[config.mk]
export PLATFORM = sky130hd
export DESIGN_NAME = fp_iterative_divider_flat
export DESIGN_NICKNAME = d
export VERILOG_FILES = /design/src/rtl/fp_pkg.sv /design/src/rtl/fp_iterative_divider_if.sv /design/src/rtl/fp_lzc24.sv /design/src/rtl/fp_iterative_divider.sv /design/src/flat_wrapper.sv
export SDC_FILE = /design/constraint.sdc
export NUM_CORES = 1
export LEC_CHECK = 0
export BUFFER_PORTS_ARGS = -buffer_cell sky130_fd_sc_hd__buf_2
export CORE_MARGIN = 2
export CORE_UTILIZATION = 55
export DETAILED_ROUTE_END_ITERATION = 8
export GPL_TIMING_DRIVEN = 0
export PLACE_DENSITY = 0.85
export SYNTH_ARGS = -nofsm -noshare
export SYNTH_HDL_FRONTEND = slang
export SYNTH_SLANG_ARGS = --single-unit
[constraint.sdc]
create_clock -name clk -period 9.8 [get_ports clk]
set_input_delay 0.98 -clock clk [delete_from_list [all_inputs] [get_ports clk]]
set_output_delay 0.98 -clock clk [all_outputs]
set_load 0.05 [all_outputs]
[src/rtl/fp_pkg.sv]
// Shared FP execute-cluster types: rounding modes, flag indices,
// the fp32 field view and the divider state encoding.
package fp_pkg;

  typedef enum logic [2:0] {
    RM_RNE = 3'd0,
    RM_RTZ = 3'd1,
    RM_RDN = 3'd2,
    RM_RUP = 3'd3,
    RM_RMM = 3'd4
  } rm_e;

  localparam int FF_NX = 0;
  localparam int FF_UF = 1;
  localparam int FF_OF = 2;
  localparam int FF_DZ = 3;
  localparam int FF_NV = 4;

  localparam logic [31:0] CANON_NAN = 32'h7FC0_0000;

  typedef struct packed {
    logic       sign;
    logic [7:0] exp;
    logic [22:0] man;
  } fp32_t;

  typedef enum logic [2:0] {
    S_IDLE  = 3'd0,
    S_PREP  = 3'd1,
    S_DIV   = 3'd2,
    S_ROUND = 3'd3,
    S_DONE  = 3'd4
  } div_state_e;

endpackage

[src/rtl/fp_iterative_divider_if.sv]
// Start/done bundle between the FP issue logic
// and the iterative divider.
interface fp_iterative_divider_if #(
  parameter int TAG_W = 7
);
  logic             start;
  logic [31:0]      a;
  logic [31:0]      b;
  logic [2:0]       rm;
  logic [TAG_W-1:0] tag_i;
  logic             busy;
  logic             done;
  logic [31:0]      result;
  logic [4:0]       fflags;
  logic [TAG_W-1:0] tag_o;

  modport master (
    output start, a, b, rm, tag_i,
    input  busy, done, result, fflags, tag_o
  );

  modport slave (
    input  start, a, b, rm, tag_i,
    output busy, done, result, fflags, tag_o
  );
endinterface

[src/rtl/fp_lzc24.sv]
// 24-bit leading-zero counter; returns 24 for an all-zero input.
// Shared by the divider and a future square-root unit.
module fp_lzc24 (
  input  logic [23:0] x,
  output logic [4:0]  cnt
);
  always_comb begin
    cnt = 5'd24;
    for (int i = 0; i < 24; i++)
      if (x[i]) cnt = 5'(23 - i);
  end
endmodule

[src/rtl/fp_iterative_divider.sv]
// FDIV.S: radix-2 restoring divider, one quotient bit per cycle,
// with a pass-through writeback tag.
module fp_iterative_divider
  import fp_pkg::*;
#(
  parameter int TAG_W = 7,
  parameter int QBITS = 26
) (
  input  logic clk,
  input  logic rst,
  input  logic en,
  input  logic clear,
  fp_iterative_divider_if.slave io
);
  localparam logic [2:0] IDLE  = S_IDLE;
  localparam logic [2:0] PREP  = S_PREP;
  localparam logic [2:0] DIV   = S_DIV;
  localparam logic [2:0] ROUND = S_ROUND;
  localparam logic [2:0] DONE  = S_DONE;

  logic [2:0]        state;
  fp32_t             ua, ub;
  logic [2:0]        rm_r;
  logic [TAG_W-1:0]  tag_r, tag_q;
  logic              sign_r;
  logic signed [9:0] exp_r;
  logic [23:0]       mb_r;
  logic [QBITS-1:0]  r_r, q_r;
  logic [4:0]        cnt;
  logic [31:0]       res_q;
  logic [4:0]        flg_q;

  logic [23:0] sig_a, sig_b, ma_n, mb_n;
  logic [4:0]  lz_a, lz_b;

  assign sig_a = {|ua.exp, ua.man};
  assign sig_b = {|ub.exp, ub.man};

  fp_lzc24 u_lzc_a (.x(sig_a), .cnt(lz_a));
  fp_lzc24 u_lzc_b (.x(sig_b), .cnt(lz_b));

  assign ma_n = sig_a << lz_a;
  assign mb_n = sig_b << lz_b;

  logic a_zero, a_inf, a_nan, a_snan;
  logic b_zero, b_inf, b_nan, b_snan;
  assign a_zero = ~|ua.exp & ~|ua.man;
  assign b_zero = ~|ub.exp & ~|ub.man;
  assign a_inf  = &ua.exp & ~|ua.man;
  assign b_inf  = &ub.exp & ~|ub.man;
  assign a_nan  = &ua.exp & |ua.man;
  assign b_nan  = &ub.exp & |ub.man;
  assign a_snan = a_nan & ~ua.man[22];
  assign b_snan = b_nan & ~ub.man[22];

  // Subnormals act as exponent 1 minus their normalizing shift.
  logic signed [9:0] ea, eb, exp_pre;
  logic              sign_pre;
  assign ea = (ua.exp == 8'd0 ? 10'sd1 : $signed({2'b00, ua.exp}))
            - $signed({5'b00000, lz_a});
  assign eb = (ub.exp == 8'd0 ? 10'sd1 : $signed({2'b00, ub.exp}))
            - $signed({5'b00000, lz_b});
  assign exp_pre  = ea - eb + 10'sd127;
  assign sign_pre = ua.sign ^ ub.sign;

  logic        sp_hit;
  logic [31:0] sp_res;
  logic [4:0]  sp_flg;

  always_comb begin
    sp_hit = 1'b1;
    sp_res = CANON_NAN;
    sp_flg = '0;
    if (a_snan | b_snan) begin
      sp_flg[FF_NV] = 1'b1;
    end else if (a_nan | b_nan) begin
      sp_flg = '0;
    end else if ((a_zero & b_zero) | (a_inf & b_inf)) begin
      sp_flg[FF_NV] = 1'b1;
    end else if (a_inf) begin
      sp_res = {sign_pre, 8'hFF, 23'd0};
    end else if (b_zero) begin
      sp_res = {sign_pre, 8'hFF, 23'd0};
      sp_flg[FF_DZ] = 1'b1;
    end else if (b_inf | a_zero) begin
      sp_res = {sign_pre, 31'd0};
    end else begin
      sp_hit = 1'b0;
    end
  end

  logic [QBITS-1:0] mb_ext, r_sub;
  logic             r_ge;
  assign mb_ext = QBITS'(mb_r);
  assign r_ge   = r_r >= mb_ext;
  assign r_sub  = r_r - mb_ext;

  logic [QBITS-1:0]  qn, m, lost_mask;
  logic signed [9:0] en_exp, sh_raw;
  logic              tiny_pre, lost, g, st, nx, inc, to_inf, ovf;
  logic [4:0]        sh;
  logic [9:0]        e_base;
  logic [32:0]       sum;

  assign qn       = q_r[QBITS-1] ? q_r : {q_r[QBITS-2:0], 1'b0};
  assign en_exp   = q_r[QBITS-1] ? exp_r : exp_r - 10'sd1;
  assign tiny_pre = en_exp <= 10'sd0;
  assign sh_raw   = 10'sd1 - en_exp;
  assign sh = !tiny_pre ? 5'd0 :
              (sh_raw > $signed(10'(QBITS)) ? 5'(QBITS) : sh_raw[4:0]);

  assign m         = qn >> sh;
  assign lost_mask = ~({QBITS{1'b1}} << sh);
  assign lost      = |(qn & lost_mask);
  assign g         = m[QBITS-25];
  assign st        = lost | (|r_r) | (|m[QBITS-26:0]);
  assign nx        = g | st;

  always_comb begin
    unique case (rm_r)
      RM_RTZ:  begin inc = 1'b0;          to_inf = 1'b0;    end
      RM_RDN:  begin inc = sign_r & nx;   to_inf = sign_r;  end
      RM_RUP:  begin inc = ~sign_r & nx;  to_inf = ~sign_r; end
      RM_RMM:  begin inc = g;             to_inf = 1'b1;    end
      default: begin
        inc    = g & (st | m[QBITS-24]);
        to_inf = 1'b1;
      end
    endcase
  end

  // The hidden bit of the 24-bit significand carries into the
  // exponent field, so normals use exp-1 as base and subnormals 0.
  assign e_base = tiny_pre ? 10'd0 : $unsigned(en_exp - 10'sd1);
  assign sum = {e_base, 23'd0} + 33'(m[QBITS-1:2]) + 33'(inc);
  assign ovf = sum[32:23] >= 10'd255;

  logic [31:0] rnd_res;
  logic [4:0]  rnd_flg;

  always_comb begin
    rnd_flg = '0;
    if (ovf)
      rnd_res = to_inf ? {sign_r, 8'hFF, 23'd0}
                       : {sign_r, 31'h7F7F_FFFF};
    else
      rnd_res = {sign_r, sum[30:0]};
    rnd_flg[FF_OF] = ovf;
    rnd_flg[FF_UF] = ~ovf & nx & (sum[30:23] == 8'd0);
    rnd_flg[FF_NX] = nx | ovf;
  end

  always_ff @(posedge clk) begin
    if (rst) begin
      state  <= IDLE;
      ua     <= '0;
      ub     <= '0;
      rm_r   <= '0;
      tag_r  <= '0;
      tag_q  <= '0;
      sign_r <= 1'b0;
      exp_r  <= '0;
      mb_r   <= '0;
      r_r    <= '0;
      q_r    <= '0;
      cnt    <= '0;
      res_q  <= '0;
      flg_q  <= '0;
    end else if (clear) begin
      state <= IDLE;
    end else if (en) begin
      case (state)
        IDLE: if (io.start) begin
          ua    <= io.a;
          ub    <= io.b;
          rm_r  <= io.rm;
          tag_r <= io.tag_i;
          state <= PREP;
        end
        PREP: begin
          sign_r <= sign_pre;
          exp_r  <= exp_pre;
          mb_r   <= mb_n;
          r_r    <= QBITS'(ma_n);
          q_r    <= '0;
          cnt    <= 5'(QBITS - 1);
          if (sp_hit) begin
            res_q <= sp_res;
            flg_q <= sp_flg;
            tag_q <= tag_r;
            state <= DONE;
          end else begin
            state <= DIV;
          end
        end
        DIV: begin
          q_r <= {q_r[QBITS-2:0], r_ge};
          r_r <= (r_ge ? r_sub : r_r) << 1;
          cnt <= cnt - 5'd1;
          if (cnt == 5'd0) state <= ROUND;
        end
        ROUND: begin
          res_q <= rnd_res;
          flg_q <= rnd_flg;
          tag_q <= tag_r;
          state <= DONE;
        end
        DONE:    state <= IDLE;
        default: state <= IDLE;
      endcase
    end
  end

  assign io.busy   = state != IDLE;
  assign io.done   = state == DONE;
  assign io.result = res_q;
  assign io.fflags = flg_q;
  assign io.tag_o  = tag_q;

endmodule

[src/flat_wrapper.sv]
// flat-port wrapper written by rule: the top's interface ports become plain ports
module fp_iterative_divider_flat import fp_pkg::*;
#(
  parameter int TAG_W = 7,
  parameter int QBITS = 26
)
  (clk, rst, en, clear, io_start, io_a, io_b, io_rm, io_tag_i, io_busy, io_done, io_result, io_fflags, io_tag_o);
  fp_iterative_divider_if #(.TAG_W(TAG_W)) io_i ();
  input  logic clk;
  input  logic rst;
  input  logic en;
  input  logic clear;
  input wire logic [$bits(io_i.start)-1:0] io_start;
  input wire logic [$bits(io_i.a)-1:0] io_a;
  input wire logic [$bits(io_i.b)-1:0] io_b;
  input wire logic [$bits(io_i.rm)-1:0] io_rm;
  input wire logic [$bits(io_i.tag_i)-1:0] io_tag_i;
  output wire logic [$bits(io_i.busy)-1:0] io_busy;
  output wire logic [$bits(io_i.done)-1:0] io_done;
  output wire logic [$bits(io_i.result)-1:0] io_result;
  output wire logic [$bits(io_i.fflags)-1:0] io_fflags;
  output wire logic [$bits(io_i.tag_o)-1:0] io_tag_o;
  assign io_i.start = io_start;
  assign io_i.a = io_a;
  assign io_i.b = io_b;
  assign io_i.rm = io_rm;
  assign io_i.tag_i = io_tag_i;
  assign io_busy = io_i.busy;
  assign io_done = io_i.done;
  assign io_result = io_i.result;
  assign io_fflags = io_i.fflags;
  assign io_tag_o = io_i.tag_o;
  fp_iterative_divider #(.TAG_W(TAG_W), .QBITS(QBITS)) u_core (.clk(clk), .rst(rst), .en(en), .clear(clear), .io(io_i));
endmodule
* After elaboration in Yosys (flattened, before gate mapping)
Index checks and enable logic that the tools add are counted.
Word-level totals: register bits after elaboration 213, bits in latches 0, bits in writable memories 0, ROM bits 0, input bits 79, output and inout bits 46, word-level logic and storage cells 198, memories 0
Operators by class: add/subtract/negate cells 11, $mul 0, div/mod/pow operators 0, $lt $le $gt $ge 4, eq/ne operators 11, shifts and indexed selects 4, muxes and demuxes 92, bitwise gates (word level) 32, reduce and logical (&&, ||, !) cells 26
Operator list (number):
- 2-to-1 mux 5 bit | 49
- 2-to-1 mux 32 bit | 7
- one-hot mux 26 bit (2 select lines) | 2
- one-hot mux 32 bit (2 select lines) | 1
- OR reduction 26 bit | 2
- left shift 24 x 5 -> 24 bit | 2
- OR reduction 23 bit | 2
- adder 33 x 1 -> 33 bit | 1
- adder 33 x 24 -> 33 bit | 1
- 2-to-1 mux 31 bit | 1
- AND 26 bit | 1
- greater-or-equal comparator 26 x 24 -> 1 bit | 1
- 2-to-1 mux 26 bit | 1
- inverter 26 bit | 1
- left shift 26 x 5 -> 26 bit, first input constant | 1
- >> shifter 26 x 5 -> 26 bit | 1
- 2-to-1 mux 25 bit | 1
- subtractor 25 x 24 -> 25 bit | 1
- logical NOT 8 bit | 3
- 2-to-1 mux 24 bit | 1
- 2-to-1 mux 10 bit | 2
- one-hot mux 5 bit (2 select lines) | 2
- subtractor 10 x 2 -> 10 bit, second input constant | 2
- subtractor 10 x 6 -> 10 bit | 2
- 36 further kinds | 92

* Logic depth before layout (Yosys ltp)
Gate-level depths: netlist of the first run.
depth after elaboration 27, mapped depth 36, gate-level depth less buffers 30

* Hierarchy
From an unflattened synthesis of the first run, not the netlist that was laid out.
Second synthesis, totals: cells, all modules 2299, area, all modules 17267.8 sq um
Modules (own cells, without submodules):
- fp_iterative_divider | instances 1, cells an instance 2203, area each 16737.3 sq um, seq. area each 4264.1 sq um
- fp_lzc24 | instances 2, cells an instance 48, area each 265.3 sq um, seq. area each 0.0 sq um

* Worst setup path after synthesis of the first run
No wires, ideal clock.
path type reg2reg, start register u_core.exp_r[1], end register u_core.res_q[14] (netlist: u_core.io.result[14]), library setup time 0.122 ns, arrival 6.946 ns, required time 9.678 ns, setup slack 2.732 ns, stages on the path, launching flop included 32, path buffers 3, period minus slack after synthesis 7.068 ns, cells stage by stage dfxtp_1 > buf_2 > inv_1 > ha_1 > clkbuf_1 > nor2b_1 > xnor2_1 > ha_1 > inv_1 > a31oi_1 > a21oi_1 > o31ai_1 > a211oi_1 > a2111oi_0 > mux2i_1 > nand2_1 > o41ai_1 > or4_1 > a211oi_1 > nand2b_1 > o21bai_1 > a221oi_1 > ha_1 > ha_1 > nand4_1 > o41ai_4 > nor2_1 > a41oi_2 > a41o_2 > and3_4 > buf_6 > a221o_1
On the way: longest elaborated chain between the ends 19, elaborated cells on any way between the ends 27, those cells by class add/sub: 5; order compare: 3; shift: 2; mux: 7; bitwise: 9; reduce/logical: 1
Ends and longest elaborated chain:
- from (decl) | line fp_iterative_divider.sv:26 | logic signed [9:0] exp_r;
- from (signal assigned) | line fp_iterative_divider.sv:182 | exp_r <= exp_pre;
- subtractor 10 x 2 -> 10 bit | line fp_iterative_divider.sv:106 | assign en_exp = q_r[QBITS-1] ? exp_r : exp_r - 10'sd1;
- 2-to-1 mux 10 bit * | line fp_iterative_divider.sv:106
- subtractor 2 x 10 -> 10 bit | line fp_iterative_divider.sv:108 | assign sh_raw = 10'sd1 - en_exp;
- > comparator 10 x 6 -> 1 bit | line fp_iterative_divider.sv:110 | (sh_raw > $signed(10'(QBITS)) ? 5'(QBITS) : sh_raw[4:0]);
- 2-to-1 mux 5 bit | line fp_iterative_divider.sv:110
- 2-to-1 mux 5 bit | line fp_iterative_divider.sv:109 | assign sh = !tiny_pre ? 5'd0 :
- left shift 26 x 5 -> 26 bit | line fp_iterative_divider.sv:113 | assign lost_mask = ~({QBITS{1'b1}} << sh);
- inverter 26 bit | line fp_iterative_divider.sv:113
- [2 not listed]
- OR 1 bit (2 in a row) | line fp_iterative_divider.sv:116 | assign st = lost | (|r_r) | (|m[QBITS-26:0]);
- OR 1 bit, on equally long branches | line fp_iterative_divider.sv:126, fp_iterative_divider.sv:117
- AND 1 bit, on equally long branches | line fp_iterative_divider.sv:126, fp_iterative_divider.sv:122, fp_iterative_divider.sv:123
- one-hot mux 1 bit (4 select lines) | line fp_iterative_divider.sv:120 | unique case (rm_r)
- adder 33 x 1 -> 33 bit * | line fp_iterative_divider.sv:135 | assign sum = {e_base, 23'd0} + 33'(m[QBITS-1:2]) + 33'(inc);
- greater-or-equal comparator 10 x 8 -> 1 bit | line fp_iterative_divider.sv:136 | assign ovf = sum[32:23] >= 10'd255;
- 2-to-1 mux 31 bit * | line fp_iterative_divider.sv:143 | if (ovf)
- one-hot mux 32 bit (2 select lines) * | line fp_iterative_divider.sv:172 | case (state)
- to (signal assigned) | line fp_iterative_divider.sv:188 | res_q <= sp_res;
- to (signal assigned) | line fp_iterative_divider.sv:203 | res_q <= rnd_res;
- to (decl) | line fp_iterative_divider.sv:30 | logic [31:0] res_q;
Every way passes the cells marked *; elsewhere a longest branch is shown, timed or not. A chain may end at the register's enable or synchronous reset.

* Final worst setup path of the first run
start register u_core.exp_r[1], end register u_core.res_q[3] (netlist: u_core.io.result[3])
Same word-level chain as after synthesis.

==> flow_summary.ini, run 1 <==
[cells_and_area]
final_cell_mix = nand2_1 (360), dfxtp_1 (213), a21oi_1 (208)
regArea_mm2 = 0.00426
fillers = 2884
final_common_cell = nand2_1
layout-drive-gt1-share_pct = 11.9
multi_input_area_mm2 = 0.0122
nNetsFinal = 2673
diodes = 0
area_growth_pct = 10.8

[yosys]
synth_compound_area_share_pct = 28.9
synth.mux.area_fraction_pct = 8.64
synth_area_per_cell_um2 = 7.38
ys_top_cells_by_area = dfxtp_1 (24%), nand2_1 (7.7%), a21oi_1 (5.9%)
yosys.area.top_type = dfxtp_1
synth_fa_ha_area_share_pct = 4.64
async_flop_share_pct = 0
yosys.area_share.simple_pct = 23.5
synth_top_family_by_area = compound AO/OA/AOI/OAI gates
yosys_warnings = 0
synth_top_area_share_pct = 24.2
synth_xor_area_share_pct = 3.26
seq_area_frac_synth_pct = 24.2
synth.distinct_cells = 110
synth_flop_cell = dfxtp_1
synthesis.area_mm2 = 0.0176
synth.net_count = 2522
ys_seq_elements = 213
synth_cells = 2385
synth_edf_count = 0

[power]
ir_worst_vdd_v = 0.000130
power_mw = 3.31
leakagePower_nw = 7.53
power.density_mw_per_mm2 = 170

[worst_setup_path]
crit_top_cell = ha_1
crit_path_end_kind = flip-flop
reg2regPathDepth = 35
r2r_start = u_core.exp_r[1]
critical_path.slowest_cell = a211oi_1
reg2reg_to = u_core.io.result[3]
crit_fanout = 10
critical_path_arrival_ns = 9.83
max_stage_delay_ns = 0.70
rrSetupSlack_ns = 0.45
crit_type = reg2reg
crit_required_ns = 10.28
cp-start-kind = flip-flop

[clock_network]
cts_sinks = 213
cts_resized = 1
cts_tree = built
ctsHoldBuffers = 0
cts_buffers = 24
clkLatencyLatePin_ns = 0.54
post_cts_buffers = 0
root_buffer = clkbuf_16
cts-htree-levels = 1
cts.path.max_buffers = 3
clkTransAtPathRegs_ns = 0.06

[floorplan]
fp.dieH_um = 183
dieArea_mm2 = 0.0334
ioPinCount = 125
rows = 65
die_x_um = 183
initial_core_util_pct = 55.8
core_mm2 = 0.0316

[worst_hold_path]
min_to = u_core.io.tag_o[5]
whs_path_depth = 2
hold_class = reg2reg
worstHoldStart = u_core.tag_r[5]

[sta]
clock_skew_ns = 0.0151
min_period_ns = 9.35
drv_slew = 0
relSlewSlack_pct = 3.92
fmax_ghz = 0.107
hold_violations = 0
worst_pin_slew_ns = 1.40
setup_viol = 0
holdWs_ns = 0.454
post-route-period-util_pct = 95.4

[global_route]
grt_pass1_vias = 18400
grt_pass1_wl_um = 103000
use_met3_pct = 6.85
grt_max_degree = 14
grtUsageMet1_pct = 51.0
use_met2_pct = 60.5
antenna_found_initial = 0
grt_use_total_pct = 38.6
grt.busiest_layer = met2
grt-ovfl-total = 0

[drt]
wire_per_inst_um = 22.6
ant_nets = 0
via_per_inst = 6.73
dr.pass1.iters = 6
finalWirelength_um = 66800
drcViolationCount = 0
drt_iter0_markers = 2273
num_vias = 19900

[place]
place.gp.congestion = 1.06
port_buffers = 124
hpwl_um = 51600

[run_status]
status = finished, final reports clean

[flow_run]
max_cap_violations = 0
[stage by stage]
stage,utilization (%),area (µm²),instances,setup slack (ns),setup TNS (ns)
after floorplan,-,17600,2385,2.73,0
after global placement,59.3,18700,2911,-0.0758,-1.43
after detailed placement,59.4,18700,2912,-0.136,-2.53
after CTS,61.7,19500,2954,0.112,0
after global routing,61.8,19500,2954,-0.00338,-0.00672
final,61.8,19500,2954,0.450,0
[layer usage]
metal | wire [µm] | part of all wire [%]
met4 | 3710 | 5.6
met2 | 29200 | 44
met5 | 0 | 0
met1 | 27300 | 41
met3 | 6590 | 9.9
[cell usage after synthesis, types with 11 or more instances]
| master | count |
|---|---|
| nor4_1 | 39 |
| a221o_1 | 26 |
| o22ai_1 | 13 |
| mux2i_1 | 99 |
| a21o_1 | 17 |
| ha_1 | 46 |
| o21bai_1 | 14 |
| nor3_1 | 70 |
| a31oi_1 | 26 |
| nand3_1 | 56 |
| a21oi_1 | 208 |
| o21ai_0 | 91 |
| xor2_1 | 26 |
| buf_2 | 16 |
| nor2b_1 | 12 |
| or3_1 | 17 |
| a22oi_1 | 41 |
| a32oi_1 | 11 |
| nand2b_1 | 19 |
| dfxtp_1 | 213 |
| xnor2_1 | 37 |
| or2_2 | 13 |
| fa_1 | 12 |
| mux2_2 | 31 |
| clkbuf_1 | 133 |
| nand2_1 | 360 |
| o211ai_1 | 48 |
| and3_1 | 14 |
| and2_1 | 12 |
| or4_1 | 11 |
| a311oi_1 | 11 |
| buf_4 | 11 |
| o31ai_1 | 18 |
| nand4_1 | 28 |
| inv_1 | 113 |
| nor2_1 | 198 |
| a211oi_1 | 44 |
[worst max-delay path by stage]
| stage | cells after the start | from | end | slack (ns) |
|---|---|---|---|---|
| after floorplan | 31 | u_core.exp_r[1] | u_core.io.result[14] | 2.73 |
| after global placement | 31 | u_core.exp_r[0] | u_core.io.result[2] | -0.08 |
| after detailed placement | 31 | u_core.exp_r[1] | u_core.io.result[5] | -0.14 |
| after CTS | 31 | u_core.exp_r[1] | u_core.io.result[3] | 0.11 |
| after global routing | 35 | u_core.exp_r[1] | u_core.io.result[9] | -0.003 |
| final | 35 | u_core.exp_r[1] | u_core.io.result[3] | 0.45 |
[registers in the layout (all words and copies together) (netlist names), 5 cells and up]
register / count
u_core.sig_b: 23
u_core.cnt: 5
u_core.ua: 9
u_core.sig_a: 23
u_core.mb_r: 24
u_core.tag_r: 7
u_core.q_r: 26
u_core.io.tag_o: 7
u_core.r_r: 26
u_core.exp_r: 10
u_core.io.result: 32
u_core.ub: 9
u_core.io.fflags: 5
[report_power, final]
part / switching (mW) / internal, mW / total (mW)
registers: 0.0197 / 0.882 / 0.901
clock network: 0.386 / 0.476 / 0.862
logic: 1.04 / 0.505 / 1.54
total: 1.44 / 1.86 / 3.31
[layout make-up]
| cell class | instances | area share (%) |
|---|---|---|
| Multi-Input combinational cell | 1879 | 62.3 |
| Sequential cell | 213 | 21.9 |
| Buffer | 176 | 3.97 |
| Clock buffer | 32 | 3.39 |
| Timing Repair Buffer | 125 | 3.23 |
| Tap cell | 402 | 2.58 |
| Inverter | 117 | 2.25 |
| Clock inverter | 10 | 0.398 |
[kinds of logic (layout without fill, tap and decap cells)]
group	count (synthesis)	after routing
AO/OA/AOI/OAI	729	729
XOR/XNOR	64	64
adder cells (fa/ha/maj)	58	58
buffers and inverters	293	460
flip-flops	213	213
multiplexers	138	138
AND/OR/NAND/NOR	890	890
[worst max-delay path: cells and delay by family, from the launching register on]
family	cells	cell delay, ns
AND/OR/NAND/NOR	9	2.70
AO/OA/AOI/OAI	12	2.97
XOR/XNOR	2	0.65
flip-flops	1	0.30
buffers and inverters	8	1.67
adder cells (fa/ha/maj)	4	0.94
Note: power is estimated with default switching activity, not from simulation.
==> run 2, diff against run 1 <==
--- a/config.mk
+++ b/config.mk
@@ -6,11 +6,13 @@
 export NUM_CORES = 1
 export LEC_CHECK = 0
 export BUFFER_PORTS_ARGS = -buffer_cell sky130_fd_sc_hd__buf_2
+export CAP_MARGIN = 20
 export CORE_MARGIN = 2
 export CORE_UTILIZATION = 55
 export DETAILED_ROUTE_END_ITERATION = 8
 export GPL_TIMING_DRIVEN = 0
 export PLACE_DENSITY = 0.85
+export REMOVE_ABC_BUFFERS = 1
 export SYNTH_ARGS = -nofsm -noshare
 export SYNTH_HDL_FRONTEND = slang
 export SYNTH_SLANG_ARGS = --single-unit
==> run 2 against run 1 <==
Clock skew fell by 0.0032 ns. Final cell count decreased by 5.1%. Fmax decreased by 1.0%. Clock power rose by 13%. Largest cell class unchanged.
==> flow_summary.ini, run 2 (synthesized netlist as in run 1, its figures left out) <==
[worst_setup_path]
crit_fanout = 50
r2r_start = u_core.q_r[25]
crit_path_end_kind = flip-flop
crit_top_cell = ha_1
max_stage_delay_ns = 0.67
reg2reg_to = u_core.io.result[4]
cp-start-kind = flip-flop
rrSetupSlack_ns = 0.35
reg2regPathDepth = 29
crit_type = reg2reg
critical_path_arrival_ns = 9.93
critical_path.slowest_cell = or4_1
crit_required_ns = 10.28

[sta]
min_period_ns = 9.45
relSlewSlack_pct = 29.7
hold_violations = 0
fin_tns_setup_ns = 0
holdWs_ns = 0.452
post-route-period-util_pct = 96.4
setup_viol = 0
grt_setup_unrepaired = false
worst_pin_slew_ns = 1.05
drv_slew = 0
finalWorstSetupSlack_ns = 0.353
clock_skew_ns = 0.0119
fmax_ghz = 0.106

[cells_and_area]
nNetsFinal = 2520
final_common_cell = nand2_1
largest_reg_flops = 32
area_growth_pct = 9.16
fillers = 2839
layout-drive-gt1-share_pct = 12.5
design_area_mm2 = 0.0192
final_cell_mix = nand2_1 (359), dfxtp_1 (212), a21oi_1 (208)

[clock_network]
clkTransAtPathRegs_ns = 0.06
cts.path.max_buffers = 3
post_cts_buffers = 0
cts_buffers = 25
cts-htree-levels = 1
root_buffer = clkbuf_16
cts_tree = built
clkLatencyLatePin_ns = 0.54
ctsHoldBuffers = 0
cts_sinks = 213

[drt]
num_vias = 18700
route.met2.wl_um = 25500
routedLengthMet1_um = 23400
route.met3.wl_um = 4650
finalWirelength_um = 56000
wire_per_inst_um = 20.0
drt_iter0_markers = 2139
via_per_inst = 6.66
topRoutingLayerUsed = met4
dr.pass1.iters = 6
drcViolationCount = 0
ant_nets = 0

[floorplan]
dieArea_mm2 = 0.0334
rows = 65
die_x_um = 183
initial_core_util_pct = 55.8
core_mm2 = 0.0316
ioPinCount = 125
fp.dieH_um = 183

[place]
place.gp.congestion = 1.02
place_area_mm2 = 0.0183
post-place-ws_ns = -0.157
hpwl_um = 40700
port_buffers = 124

[worst_hold_path]
whs_path_depth = 2
min_to = u_core.io.tag_o[3]
worstHoldStart = u_core.tag_r[3]
hold_class = reg2reg

[global_route]
grt_max_degree = 125
grt-ovfl-total = 0
antenna_found_initial = 1
grt_use_total_pct = 32.4
grt_pass1_wl_um = 89800
grt_pass1_vias = 17400

[run_status]
status = finished, final reports clean

[flow_run]
max_cap_violations = 0

[power]
leakagePower_nw = 7.40
power_mw = 3.30
ir_worst_vdd_v = 0.000134
power.density_mw_per_mm2 = 172
==> run 2: layout make-up <==
type                            instances  area (µm²)  area share, %
Tap cell                              402         503           2.62
Sequential cell                       213        4270           22.2
Antenna cell                            1        2.50         0.0130
Timing Repair Buffer                  146         952           4.96
Clock inverter                         16         201           1.05
Multi-Input combinational cell       1880       12200           63.5
Clock buffer                           29         641           3.33
Inverter                              117         439           2.29
==> run 2: power breakdown <==
| group | internal [mW] | switching, mW |
|---|---|---|
| clock network | 0.576 | 0.395 |
| registers | 0.882 | 0.0258 |
| logic | 0.492 | 0.927 |
| total | 1.95 | 1.35 |
==> run 2: repair_timing <==
item	CTS	global route
pin swaps	0	1
gates resized for setup	2	5
cloned	0	1
endpoints found under the setup margin	22	23
==> run 2: worst max-delay path by stage <==
stage	end	slack (ns)	start
after floorplan	u_core.io.result[0]	0.35	u_core.q_r[25]
after global placement	u_core.io.result[4]	-2.51	u_core.q_r[25]
after detailed placement	u_core.io.result[3]	-0.16	u_core.q_r[25]
after CTS	u_core.io.result[4]	0.16	u_core.q_r[25]
after global routing	u_core.io.result[13]	0.14	u_core.q_r[25]
final	u_core.io.result[4]	0.35	u_core.q_r[25]
==> run 2: critical path, delay by kind of cell, from the launching register on <==
| family | cells | cell delay [ns] |
|---|---|---|
| AOI/OAI and AO/OA | 13 | 4.44 |
| and+or+nand+nor | 8 | 2.24 |
| buffers and inverters | 3 | 0.78 |
| adders and majority gates | 3 | 0.71 |
| DFF | 1 | 0.61 |
| xor gates and xnor gates | 1 | 0.40 |
| muxes | 1 | 0.13 |
==> run 2: routing by layer <==
| layer | up-vias | global-route usage [%] |
|---|---|---|
| li1 | 8788 | - |
| met1 | 8802 | 42.6 |
| met2 | 910 | 53.3 |
| met3 | 172 | 4.90 |
| met4 | 0 | 13.7 |
| met5 | - | 0 |
==> run 2: through the flow <==
step,instances,utilization (%)
final,2804,60.9
after global placement,2735,56.9
after global routing,2803,60.9
after CTS,2799,60.6
after floorplan,2209,-
after detailed placement,2754,57.9
